<file path="config.mk">
export PLATFORM = sky130hd
export DESIGN_NAME = mem_port_arbiter
export DESIGN_NICKNAME = d
export VERILOG_FILES = /design/src/rtl/mem_port_arbiter.sv
export SDC_FILE = /design/constraint.sdc
export NUM_CORES = 1
export LEC_CHECK = 0
export BUFFER_PORTS_ARGS = -buffer_cell sky130_fd_sc_hd__buf_2
export CORE_MARGIN = 2
export CORE_UTILIZATION = 30
export CTS_CLUSTER_SIZE = 10
export DETAILED_ROUTE_END_ITERATION = 10
export GPL_TIMING_DRIVEN = 0
export PLACE_DENSITY_LB_ADDON = 0.08
export SLEW_MARGIN = 20
export SYNTH_ARGS = -nofsm -noshare
export SYNTH_HDL_FRONTEND = slang
export SYNTH_SLANG_ARGS = --single-unit
</file>
<file path="constraint.sdc">
create_clock -name Clk -period 10.85 [get_ports Clk]
set_input_delay 0.5425 -clock Clk [delete_from_list [all_inputs] [get_ports Clk]]
set_output_delay 0.5425 -clock Clk [all_outputs]
set_load 0.1 [all_outputs]
</file>
<file path="src/rtl/mem_port_arbiter.sv">
// mem_port_arbiter
// Shares one single-port memory between the instruction-fetch requester (If*)
// and the load/store requester (D*). Requests are granted round-robin,
// each access is carried through a MemReq/MemReady handshake, and an access
// that waits too long is aborted with a sticky ErrTimeout flag.
//
// Ports
//   Clk, Reset           clock (rising edge), asynchronous active-high reset
//   IfReq/IfAddr         fetch request and address (held until IfAck)
//   IfRData/IfAck        fetched word and its one-cycle completion pulse
//   DReq/DWe/DAddr/DWData  data request, store flag, address, store data
//   DRData/DAck          load data and its one-cycle completion pulse
//   MemReq/MemWe/MemAddr/MemWData  memory strobe and access fields
//   MemRData/MemReady    memory read data and completion
//   Stall                combinational stall to the process unit
//   Busy                 arbiter is not idle
//   ErrTimeout           sticky abort flag, cleared only by Reset
//   DbgState             current FSM state (IDLE=0, ACC_IF=1, ACC_D=2, RESP=3)
//
// Handshake: a requester raises Req with stable fields and holds it until its
// Ack pulse; the Ack cycle is the last cycle the Req is observed, and the
// requester may drop or replace it at the edge that ends that cycle. On the
// memory side MemReq is held with stable fields until MemReady is seen high
// at a rising edge, or until the access is aborted.

module mem_port_arbiter #(
    parameter int ADDR_W   = 32,
    parameter int DATA_W   = 32,
    parameter int MAX_WAIT = 15
) (
    input  logic              Clk,
    input  logic              Reset,
    input  logic              IfReq,
    input  logic [ADDR_W-1:0] IfAddr,
    output logic [DATA_W-1:0] IfRData,
    output logic              IfAck,
    input  logic              DReq,
    input  logic              DWe,
    input  logic [ADDR_W-1:0] DAddr,
    input  logic [DATA_W-1:0] DWData,
    output logic [DATA_W-1:0] DRData,
    output logic              DAck,
    output logic              MemReq,
    output logic              MemWe,
    output logic [ADDR_W-1:0] MemAddr,
    output logic [DATA_W-1:0] MemWData,
    input  logic [DATA_W-1:0] MemRData,
    input  logic              MemReady,
    output logic              Stall,
    output logic              Busy,
    output logic              ErrTimeout,
    output logic [1:0]        DbgState
);

    localparam int CNT_W = (MAX_WAIT < 1) ? 1 : $clog2(MAX_WAIT + 1);
    localparam logic [CNT_W-1:0] WAIT_LIMIT = CNT_W'(MAX_WAIT);

    typedef enum logic [1:0] {
        IDLE   = 2'd0,
        ACC_IF = 2'd1,
        ACC_D  = 2'd2,
        RESP   = 2'd3
    } state_t;

    state_t            state;
    logic [CNT_W-1:0]  wait_cnt;
    logic              last_is_d;   // 0 = fetch was granted last, 1 = data
    logic              grant_d;
    logic              grant_if;
    logic [DATA_W-1:0] read_word;

    // On a tie the requester that was not granted last wins.
    assign grant_d  = DReq & (~IfReq | ~last_is_d);
    assign grant_if = IfReq & ~grant_d;

    // Stores return zero as their read data.
    assign read_word = MemWe ? '0 : MemRData;

    assign Stall    = (IfReq & ~IfAck) | (DReq & ~DAck);
    assign Busy     = (state != IDLE);
    assign DbgState = state;

    always_ff @(posedge Clk or posedge Reset) begin
        if (Reset) begin
            state      <= IDLE;
            wait_cnt   <= '0;
            last_is_d  <= 1'b0;
            MemReq     <= 1'b0;
            MemWe      <= 1'b0;
            MemAddr    <= '0;
            MemWData   <= '0;
            IfRData    <= '0;
            DRData     <= '0;
            IfAck      <= 1'b0;
            DAck       <= 1'b0;
            ErrTimeout <= 1'b0;
        end else begin
            case (state)
                IDLE: begin
                    if (grant_d) begin
                        MemAddr   <= DAddr;
                        MemWe     <= DWe;
                        MemWData  <= DWData;
                        MemReq    <= 1'b1;
                        wait_cnt  <= '0;
                        last_is_d <= 1'b1;
                        state     <= ACC_D;
                    end else if (grant_if) begin
                        MemAddr   <= IfAddr;
                        MemWe     <= 1'b0;
                        MemWData  <= '0;
                        MemReq    <= 1'b1;
                        wait_cnt  <= '0;
                        last_is_d <= 1'b0;
                        state     <= ACC_IF;
                    end
                end

                ACC_IF, ACC_D: begin
                    // Completion is checked first so a MemReady that arrives
                    // on the final allowed cycle still counts as success.
                    if (MemReady || (wait_cnt == WAIT_LIMIT)) begin
                        MemReq <= 1'b0;
                        state  <= RESP;
                        if (state == ACC_IF) begin
                            IfRData <= MemReady ? read_word : '0;
                            IfAck   <= 1'b1;
                        end else begin
                            DRData <= MemReady ? read_word : '0;
                            DAck   <= 1'b1;
                        end
                        if (!MemReady) begin
                            ErrTimeout <= 1'b1;
                        end
                    end else begin
                        wait_cnt <= wait_cnt + CNT_W'(1);
                    end
                end

                RESP: begin
                    IfAck <= 1'b0;
                    DAck  <= 1'b0;
                    state <= IDLE;
                end

                default: begin
                    state <= IDLE;
                end
            endcase
        end
    end

endmodule
</file>
==> impl_metrics.py <==
metrics = {
    "status": {
        "status": "completed",
    },
    "worst_setup_path": {
        "path_buf_inv": 3,
        "arrival_ns": 1.75,
        "endpoint_kind": "output pin",
        "reg2reg_to": "IfRData[25]",
        "r2r_cells": 6,
        "startpoint_type": "flip-flop",
        "crit_path_frequent_cell": "inv_1",
        "endpoint": "Busy",
        "cp-startpoint": "DbgState[0]",
        "r2r_start": "DbgState[0]",
        "critical_path.top_delay_family": "buffers and inverters",
        "rrSetupSlack_ns": 8.74,
        "worstSetupPathType": "reg -> out",
        "worstPathRequired_ns": 10.31,
        "slowest_stage": "dfrtp_1",
        "path_depth": 4,
        "max_stage_delay_ns": 0.46,
        "cp_max_fo": 6,
        "path_cells": "inv_1 -> ha_1 -> inv_1 -> buf_2",
    },
    "detailed_routing": {
        "wire_per_inst_um": 16.1,
        "viasPerCell": 4.48,
        "vias": 4553,
        "final_antenna_net_count": 0,
        "drcViolationCount": 0,
        "drt_iter0_drc": 155,
        "drt-pass1-iter-count": 4,
        "wirelength_mm": 16.4,
    },
    "placement": {
        "port_buffers": 270,
        "hpwl_mm": 12.4,
        "globalplace.congestion": 0.759,
        "dpl_cell_area_um2": 7650,
    },
    "floorplanning": {
        "core_area_um2": 19500,
        "ios": 271,
        "rows": 51,
        "die_x_um": 145,
        "die_y_um": 145,
        "start_util": 0.305,
        "die_area_um2": 20900,
    },
    "timing": {
        "worst_pin_slew_ns": 0.672,
        "max_slew_margin": 0.549,
        "rsz0062_at_grt": "false",
        "period_share": 0.211,
        "skew_ns": 0.00877,
        "slew_violations": 0,
        "layout_min_cycle_time_ns": 2.29,
        "whs_ns": 0.159,
        "setup_viol_count_final": 0,
        "hold_viol_final": 0,
        "fmax_mhz": 437,
        "tns_ns": 0,
    },
    "logic_synthesis": {
        "yosysMostFrequentCell": "dfrtp_1",
        "synth_edf_count": 0,
        "synth_top_area_cell": "dfrtp_1",
        "synth_compound_area_frac": 0.102,
        "async_flop_share": 1.00,
        "synth_fa_ha_area_frac": 0.0126,
        "synthTopCellsByArea": "dfrtp_1, mux2_2, mux2i_1",
        "yosys.area_share.xor_xnor": 0,
        "synth_area_um2": 5940,
        "avgSynthCellArea_um2": 13.2,
        "yosysSeqAreaShare": 0.590,
        "synth_cell_types": 36,
        "synth_common_cells": "dfrtp_1, mux2_2, mux2i_1",
        "synthMuxAreaShare": 0.188,
        "synth_top_area_frac": 0.590,
        "syn_inst": 450,
        "synth_simple_gate_area_frac": 0.0719,
        "ys_warn_count": 0,
        "synth_top_family_by_area": "multiplexers",
        "synth-seq-cells": 140,
        "synth_fp_nets": 590,
        "ys.flop_type": "dfrtp_1",
    },
    "global_routing": {
        "grt_max_degree": 76,
        "grt_use_total": 0.157,
        "grt_pass1_vias": 4524,
        "antenna_found_initial": 0,
        "grt_pass1_wl_mm": 24.6,
        "overflow": 0,
    },
    "clock_tree": {
        "post_cts_resized": 0,
        "clkTransAtPathRegs_ns": 0.06,
        "cts_max_path_buffers": 2,
        "ctsHoldBuffers": 0,
        "cts_inserted_buffers": 17,
        "htreeDepth": 4,
        "clk_latency_ns": 0.42,
        "cts.sink_count": 140,
        "cts_tree": "done",
        "cts-root-buf": "clkbuf_16",
        "postCtsSetupBuffers": 0,
    },
    "cells_and_area": {
        "multi_input_area_um2": 2220,
        "fin_util": 0.423,
        "drive_above_1_share": 0.519,
        "num_antenna_cells": 0,
        "areaGrowthSynthToFinish_pct": 38.8,
        "fin_area_um2": 8240,
        "layout.nets": 880,
        "seqCellArea_um2": 3500,
        "fillers": 1886,
    },
    "min_path": {
        "hold_class": "in -> async",
    },
    "flow_run": {
        "cap_viol_max_count": 0,
    },
}
-- sequential cells by signal (all words and copies together) (netlist names) --
signal	count
wait_cnt	4
MemReq	1
DRData	32
ErrTimeout	1
MemWData	32
MemAddr	32
DbgState	2
DAck	1
last_is_d	1
MemWe	1
IfRData	32
IfAck	1
-- how the worst min path moves through the flow --
stage                     start     endpoint  slack (ns)
floorplan             last_is_d    last_is_d        0.45
global placement    MemAddr[27]  MemAddr[27]        0.46
detailed placement  MemAddr[15]  MemAddr[15]        0.47
CTS                       Reset   MemAddr[0]        0.16
global route              Reset   MemAddr[0]        0.18
finish                    Reset   MemAddr[0]        0.16
-- per-stage QoR --
stage / std cells / setup WS [ns]
after global routing: 1016 / 8.45
after detailed placement: 986 / 8.70
after floorplan: 450 / 6.55
after CTS: 1016 / 8.51
after global placement: 985 / 4.87
final: 1016 / 8.56
-- cell type report --
| type | instances | share of cell area |
|---|---|---|
| multi-input cells | 273 | 0.269 |
| well taps | 265 | 0.0402 |
| flip-flops and latches | 140 | 0.425 |
| clock buffers | 21 | 0.0571 |
| inverters | 9 | 0.00501 |
| plain buffers | 28 | 0.0217 |
| clock inverters | 9 | 0.0138 |
| repair buffers | 271 | 0.167 |
-- metal layers --
metal / global-route usage / routed length [µm] / vias to the layer above
met3: 0.0586 / 1450 / 17
met1: 0.199 / 7150 / 2164
met5: 0 / 0 / -
li1: - / - / 2168
met4: 0.0593 / 254 / 0
met2: 0.243 / 7550 / 204
-- kinds of logic after synthesis --
kind of cell,Yosys count
adders and majority gates,6
AOI/OAI and AO/OA,84
and+or+nand+nor,80
buffers and inverters,37
DFF,140
muxes,103
-- placed cells by master (no fill, tap or decap), types with 2 or more instances in the layout --
master and count:
nand2_1 35, buf_2 275, clkinv_4 2, buf_6 6
and2_1 33, nor2b_1 3, clkbuf_16 17, buf_4 6
nor2_1 2, clkinvlp_4 3, a21oi_1 2, bufinv_16 2
mux2i_1 37, a211oi_1 3, ha_1 6, o21ai_0 33
dfrtp_1 140, a22o_1 34, clkbuf_8 3, mux2_2 66
clkbuf_1 12, inv_1 8
Power is not shown: default switching activity piles up to over one toggle a cycle in this logic, so the estimate is an artifact.
